## src/rtl/axis_hdr_pkg.sv

```systemverilog
// Shared types and helpers for the AXI-Stream header insert/strip block.
// Keep helpers work on wide vectors; callers size-cast to their width.
package axis_hdr_pkg;

  typedef enum logic [1:0] {
    IDLE,
    STREAM,
    FLUSH,
    DONE
  } state_e;

  localparam int KMAX = 128;

  // High-aligned keep of k bytes in a w-byte beat.
  function automatic logic [KMAX-1:0] cnt2keep_hi(input int k, input int w);
    logic [KMAX-1:0] m;
    m = '0;
    for (int i = 0; i < KMAX; i++) begin
      if (i < w && i >= w - k) m[i] = 1'b1;
    end
    return m;
  endfunction

  function automatic int keep2cnt(input logic [KMAX-1:0] keep);
    int c;
    c = 0;
    for (int i = 0; i < KMAX; i++) begin
      c += int'(keep[i]);
    end
    return c;
  endfunction

endpackage

```

## src/rtl/axis_header_insert_strip_shifter.sv

```systemverilog
// Byte shifter: packs incoming bytes behind the residue, MSB first.
// Residue bytes past the residue count and masked input bytes must be zero.
module axis_byte_shifter #(
  parameter int DATA_WD = 32,
  parameter int CW      = 3
) (
  input  logic [DATA_WD-1:0] res_i,
  input  logic [CW-1:0]      rcnt_i,
  input  logic [DATA_WD-1:0] data_i,
  input  logic [CW-1:0]      skip_i,
  output logic [DATA_WD-1:0] beat_o,
  output logic [DATA_WD-1:0] rem_o
);

  logic [DATA_WD-1:0]   din_s;
  logic [2*DATA_WD-1:0] comb;

  assign din_s = data_i << {skip_i, 3'b000};

  assign comb = {res_i, {DATA_WD{1'b0}}}
              | ({din_s, {DATA_WD{1'b0}}} >> {rcnt_i, 3'b000});

  assign beat_o = comb[2*DATA_WD-1:DATA_WD];
  assign rem_o  = comb[DATA_WD-1:0];

endmodule

```

## src/rtl/axis_header_insert_strip.sv

```systemverilog
// AXI-Stream header insert/strip with repacking and a registered output.
// A residue register carries bytes that did not fill a whole output beat.
module axis_header_insert_strip
  import axis_hdr_pkg::*;
#(
  parameter int DATA_WD      = 32,
  parameter int DATA_BYTE_WD = DATA_WD / 8,
  parameter int BYTE_CNT_WD  = $clog2(DATA_BYTE_WD) + 1,
  parameter int STRIP_EN     = 1
) (
  input  logic                    clk,
  input  logic                    rst_n,
  input  logic                    valid_in,
  input  logic [DATA_WD-1:0]      data_in,
  input  logic [DATA_BYTE_WD-1:0] keep_in,
  input  logic                    last_in,
  output logic                    ready_in,
  output logic                    valid_out,
  output logic [DATA_WD-1:0]      data_out,
  output logic [DATA_BYTE_WD-1:0] keep_out,
  output logic                    last_out,
  input  logic                    ready_out,
  input  logic                    valid_insert,
  input  logic [DATA_WD-1:0]      data_insert,
  input  logic [DATA_BYTE_WD-1:0] keep_insert,
  input  logic [BYTE_CNT_WD-1:0]  byte_insert_cnt,
  input  logic                    strip_insert,
  output logic                    ready_insert
);

  localparam int W  = DATA_BYTE_WD;
  localparam int TW = BYTE_CNT_WD + 1;
  localparam logic [TW-1:0] W_T = TW'(W);

  state_e state_q, state_d;

  logic [DATA_WD-1:0]     res_q, res_d;
  logic [DATA_WD-1:0]     dout_q, dout_d;
  logic [DATA_WD-1:0]     din_m, beat, rem, hdr_al;
  logic [BYTE_CNT_WD-1:0] rcnt_q, rcnt_d;
  logic [BYTE_CNT_WD-1:0] skip_q, skip_d;
  logic [BYTE_CNT_WD-1:0] kcnt, ecnt;
  logic [TW-1:0]          total;
  logic [W-1:0]           kout_q, kout_d;
  logic                   vout_q, vout_d;
  logic                   lout_q, lout_d;
  logic                   hdr_hs, in_hs, out_free, strip_m;
  logic                   unused_ins;

  assign unused_ins = ^keep_insert;

  assign valid_out    = vout_q;
  assign data_out     = dout_q;
  assign keep_out     = kout_q;
  assign last_out     = lout_q;
  assign out_free     = ~vout_q | ready_out;
  assign ready_insert = (state_q == IDLE);
  assign ready_in     = (state_q == STREAM) & out_free;
  assign hdr_hs       = valid_insert & ready_insert;
  assign in_hs        = valid_in & ready_in;
  assign strip_m      = (STRIP_EN != 0) & strip_insert;

  // Header bytes sit in the low N bytes; move them to the top.
  assign hdr_al = data_insert << (8 * (W - int'(byte_insert_cnt)));

  always_comb begin
    din_m = '0;
    for (int i = 0; i < W; i++) begin
      if (keep_in[i]) din_m[8*i +: 8] = data_in[8*i +: 8];
    end
  end

  assign kcnt  = BYTE_CNT_WD'(keep2cnt(KMAX'(keep_in)));
  assign ecnt  = (kcnt > skip_q) ? kcnt - skip_q : '0;
  assign total = TW'(rcnt_q) + TW'(ecnt);

  axis_byte_shifter #(
    .DATA_WD (DATA_WD),
    .CW      (BYTE_CNT_WD)
  ) u_shift (
    .res_i   (res_q),
    .rcnt_i  (rcnt_q),
    .data_i  (din_m),
    .skip_i  (skip_q),
    .beat_o  (beat),
    .rem_o   (rem)
  );

  always_comb begin
    state_d = state_q;
    res_d   = res_q;
    rcnt_d  = rcnt_q;
    skip_d  = skip_q;
    vout_d  = vout_q & ~ready_out;
    dout_d  = dout_q;
    kout_d  = kout_q;
    lout_d  = lout_q;
    unique case (state_q)
      IDLE: begin
        if (hdr_hs) begin
          state_d = STREAM;
          res_d   = '0;
          rcnt_d  = '0;
          skip_d  = '0;
          if (strip_m) begin
            skip_d = byte_insert_cnt;
          end else if (TW'(byte_insert_cnt) == W_T) begin
            vout_d = 1'b1;
            dout_d = data_insert;
            kout_d = '1;
            lout_d = 1'b0;
          end else begin
            res_d  = hdr_al;
            rcnt_d = byte_insert_cnt;
          end
        end
      end
      STREAM: begin
        if (in_hs) begin
          skip_d = '0;
          if (total >= W_T) begin
            vout_d = 1'b1;
            dout_d = beat;
            kout_d = '1;
            lout_d = last_in & (total == W_T);
            res_d  = rem;
            rcnt_d = BYTE_CNT_WD'(total - W_T);
            if (last_in) state_d = (total == W_T) ? DONE : FLUSH;
          end else if (last_in) begin
            res_d  = '0;
            rcnt_d = '0;
            if (total != '0) begin
              vout_d  = 1'b1;
              dout_d  = beat;
              kout_d  = W'(cnt2keep_hi(int'(total), W));
              lout_d  = 1'b1;
              state_d = DONE;
            end else begin
              state_d = IDLE;
            end
          end else begin
            res_d  = beat;
            rcnt_d = BYTE_CNT_WD'(total);
          end
        end
      end
      FLUSH: begin
        if (out_free) begin
          vout_d  = 1'b1;
          dout_d  = res_q;
          kout_d  = W'(cnt2keep_hi(int'(rcnt_q), W));
          lout_d  = 1'b1;
          res_d   = '0;
          rcnt_d  = '0;
          state_d = DONE;
        end
      end
      DONE: begin
        if (vout_q & ready_out & lout_q) state_d = IDLE;
      end
      default: state_d = IDLE;
    endcase
  end

  always_ff @(posedge clk or negedge rst_n) begin
    if (!rst_n) begin
      state_q <= IDLE;
      res_q   <= '0;
      rcnt_q  <= '0;
      skip_q  <= '0;
      vout_q  <= 1'b0;
      dout_q  <= '0;
      kout_q  <= '0;
      lout_q  <= 1'b0;
    end else begin
      state_q <= state_d;
      res_q   <= res_d;
      rcnt_q  <= rcnt_d;
      skip_q  <= skip_d;
      vout_q  <= vout_d;
      dout_q  <= dout_d;
      kout_q  <= kout_d;
      lout_q  <= lout_d;
    end
  end

endmodule

```

## config.mk

```make
export PLATFORM = sky130hd
export DESIGN_NAME = axis_header_insert_strip
export DESIGN_NICKNAME = d
export VERILOG_FILES = /design/src/rtl/axis_hdr_pkg.sv /design/src/rtl/axis_header_insert_strip_shifter.sv /design/src/rtl/axis_header_insert_strip.sv
export SDC_FILE = /design/constraint.sdc
export NUM_CORES = 1
export LEC_CHECK = 0
export CORE_UTILIZATION = 35
export DETAILED_ROUTE_END_ITERATION = 16
export GPL_TIMING_DRIVEN = 0
export HOLD_SLACK_MARGIN = 0.06
export MAX_ROUTING_LAYER = met4
export SLEW_MARGIN = 30
export SYNTH_ARGS = -nofsm -noshare
export SYNTH_HDL_FRONTEND = slang
export SYNTH_SLANG_ARGS = --single-unit
```

## constraint.sdc

```tcl
create_clock -name clk -period 4.15 [get_ports clk]
set_input_delay 0.6225 -clock clk [delete_from_list [all_inputs] [get_ports clk]]
set_output_delay 0.6225 -clock clk [all_outputs]
set_load 0.005 [all_outputs]
```

==> impl_metrics.ini <==
[routing]
detailroute.via_count = 8605
routed_metal_1_wirelength_um = 14490
viasPerCell = 6.323
avgRoutedWirePerCell_um = 24.88
detailroute.wirelength.met3_um = 3153
detailedRoute.firstIterationViolations = 1111
drt-pass1-iter-count = 5
postRouteAntennaNets = 0
post-route-drc-count = 0
met2WireLength_um = 14990
drt-total-wl_um = 33860
top_signal_layer_used = met4

[worst_setup_path]
reg2reg_to = res_q[8]$_DFFE_PN0P_
worst-setup-path-type = in -> reg
worst-endpoint-arrival_ns = 4.60
crit_fanout = 5
critical_path_required_ns = 4.37
timing.rr.start = skip_q[2]$_DFFE_PN0P_
rr_worst_depth = 18
ff2ff_setup_slack_ns = 0
worstSetupEndpointType = flop
type_of_element_launching_the_critical_path = primary input

[clock_tree]
cts-root-buf = clkbuf_16
htree_levels = 3
cts_tree = done
cts.path.max_buffers = 2
insertion_delay_ns = 0.35
cts_buffers = 9
cts.clk_slew.worst_paths_ns = 0.07
clock_sink_count = 78

[timing]
finalSetupTns_ns = -8.533
max_freq_mhz = 228.2
setup_repair_after_global_routing_missed_its_margin = yes
finClkSkew_ns = 0.009718
max_slew.worst_pin.slew_ns = 1.117
period_share_pct = 105.6
period_minus_slack_ns = 4.383
max_slew_margin_pct = 25.53
setup_violating_endpoint_count_in_the_final_report = 72
timing.final.hold_violations = 0
maxSlewViolCount = 0
postLayoutSetupSlackWorst_ns = -0.2327

[global_route]
grt_util_all_layers_pct = 33.69
grt_pass1_wl_um = 50180
via_count_of_the_first_global_routing_pass = 7991
grt-ovfl-total = 0
largest_net_degree_at_the_start_of_global_routing = 66
initial_antenna_violation_count = 0

[synth]
mapped_nets = 1027
synth_sequential_area_ratio_pct = 27.62
ys_ff_latch = 78
synthesis.instances = 921
avgSynthCellArea_um2 = 7.673
synth_edf_count = 0
ys_warn_count = 0
ys_async_sr_fraction_pct = 100.0
synth-main-ff-cell = dfrtp_1
ys_types = 71
synth_area_um2 = 7067

[floorplanning]
floorplan.rows = 51
design.core.area_um2 = 19650
dieArea_um2 = 20760
die_height_um = 144.1
die_x_um = 144.1
initial_utilization_pct = 35.96
design.portCount = 122

[layout]
final_net_count = 1197
post_layout_nonfiller_instances = 1361
diodes = 0
post-route-cell-area_um2 = 10700
signed_area_change_from_the_synthesized_netlist_to_the_final_layout_pct = 51.45
post_route_cells_drive_above_1_share_pct = 22.45

[run_status]
violations = negative setup slack
result_of_the_run = finished with violations

[placement]
gpl.final_weighted_congestion = 1.044
placedCellCount = 1303
dp_hpwl_um = 25060
pre_cts_ws_ns = -2.170
io_buffers = 116
post_detailed_placement_cell_area_um2 = 8720

[flow_run]
max_cap_violations = 0

[min_path]
timing.hold.worst.class = in -> async
## placed cells by master (no fill, tap or decap), types with 13 or more instances in the layout
cell and instances:
a21oi_1 51, a22oi_1 31, a31oi_1 13, and2_1 18, buf_4 22, clkbuf_1 36, clkbuf_16 13, clkdlybuf4s50_1 113
dfrtp_1 78, ha_1 15, inv_1 17, mux2i_1 19, nand2_1 86, nand3_1 37, nor2_1 71, nor3_1 26
o21ai_0 55, o21ai_1 20, o221ai_1 13, o22ai_1 20
## critical path: stages
cell     delay (ns)
buf_12         0.09
inv_8          0.03
fa_1           0.52
inv_1          0.04
ha_2           0.18
ha_4           0.27
ha_4           0.19
a21o_1         0.16
a21oi_2        0.13
nor2_1         0.07
ha_2           0.19
fa_2           0.56
inv_2          0.05
ha_4           0.16
nor3_4         0.22
o221a_4        0.24
buf_12         0.12
buf_12         0.13
buf_6          0.10
nor2_4         0.04
a32o_1         0.26
a21oi_1        0.12
o22ai_1        0.10
## synth_stat cells (8+ instances only)
cell	count	share of area (%)
nand2_1	100	5.3
nor2_1	83	4.4
dfrtp_1	78	28
o21ai_0	62	4.4
a21oi_1	59	4.2
clkbuf_1	47	2.5
nand3_1	46	3.3
nor3_1	33	2.3
a22oi_1	31	3.3
o21ai_1	25	1.8
and2_1	21	1.9
ha_1	21	3.7
inv_1	21	1.1
o22ai_1	20	1.8
a31oi_1	19	1.7
mux2i_1	19	2.7
o221ai_1	19	2.4
buf_2	18	1.3
a221oi_1	13	1.6
a211oi_1	11	1.2
nand2b_1	9	0.80
o31ai_1	9	0.96
a21o_1	8	0.85
buf_1	8	0.42
mux4_2	8	2.5
o211ai_1	8	0.85
## through the flow
step | hold WS [ns] | utilization [%]
floorplan | 0.3269 | -
global placement | 0.4598 | 44.22
detailed placement | 0.4592 | 44.37
CTS | 0.09145 | 51.31
global route | 0.09997 | 54.46
finish | 0.08714 | 54.46
## cell type report
cell class                 instances  area [um2]
multi-input combinational        743        5673
inverter                          27       111.4
tap                              265       331.6
clock buffer                      10       239.0
sequential                        78        1952
clock inverter                     6       93.84
fill                            1868        8951
timing repair buffer             165        1838
buffer                            67       464.2
## flip-flops by register name, indices dropped and copies added, names as in the netlist, named ones only
signal     cells
data_out      32
res_q         32
valid_out      1
state_q        1
skip_q         3
rcnt_q         3
keep_out       4
last_out       1
## worst max-delay path by stage
stage	from	endpoint	cells after the start
finish	keep_in[0]	res_q[8]$_DFFE_PN0P_	23
floorplan	keep_in[0]	data_out[16]$_DFFE_PN0P_	24
detailed placement	keep_in[0]	data_out[8]$_DFFE_PN0P_	24
global route	keep_in[0]	res_q[8]$_DFFE_PN0P_	23
CTS	keep_in[1]	data_out[16]$_DFFE_PN0P_	24
global placement	keep_in[0]	data_out[8]$_DFFE_PN0P_	24
## cells by family (layout without fill, tap and decap cells)
logic type	count (synthesis)	in the layout	share of synthesized area [%]
AOI/OAI and AO/OA	344	344	32.67
and+or+nand+nor	332	332	21.97
buffers and inverters	100	275	5.666
DFF	78	78	27.62
muxes	35	35	6.516
adders and majority gates	24	24	4.568
xor gates and xnor gates	8	8	0.9914
## routing by layer
metal | global-route usage, % | vias up
met1 | 45.13 | 4083
met4 | 12.60 | 0
met5 | - | -
met2 | 50.67 | 579
met3 | 5.629 | 85
li1 | - | 3858
## repair_timing
item                       CTS  global route
hold buffers                 0             0
setup buffers               30             9
cloned                       8             1
setup endpoints to repair   75            74
pin swaps                   40            40
resized for setup          146           108
Power is not shown: default switching activity piles up to over one toggle a cycle in this logic, so the estimate is an artifact.
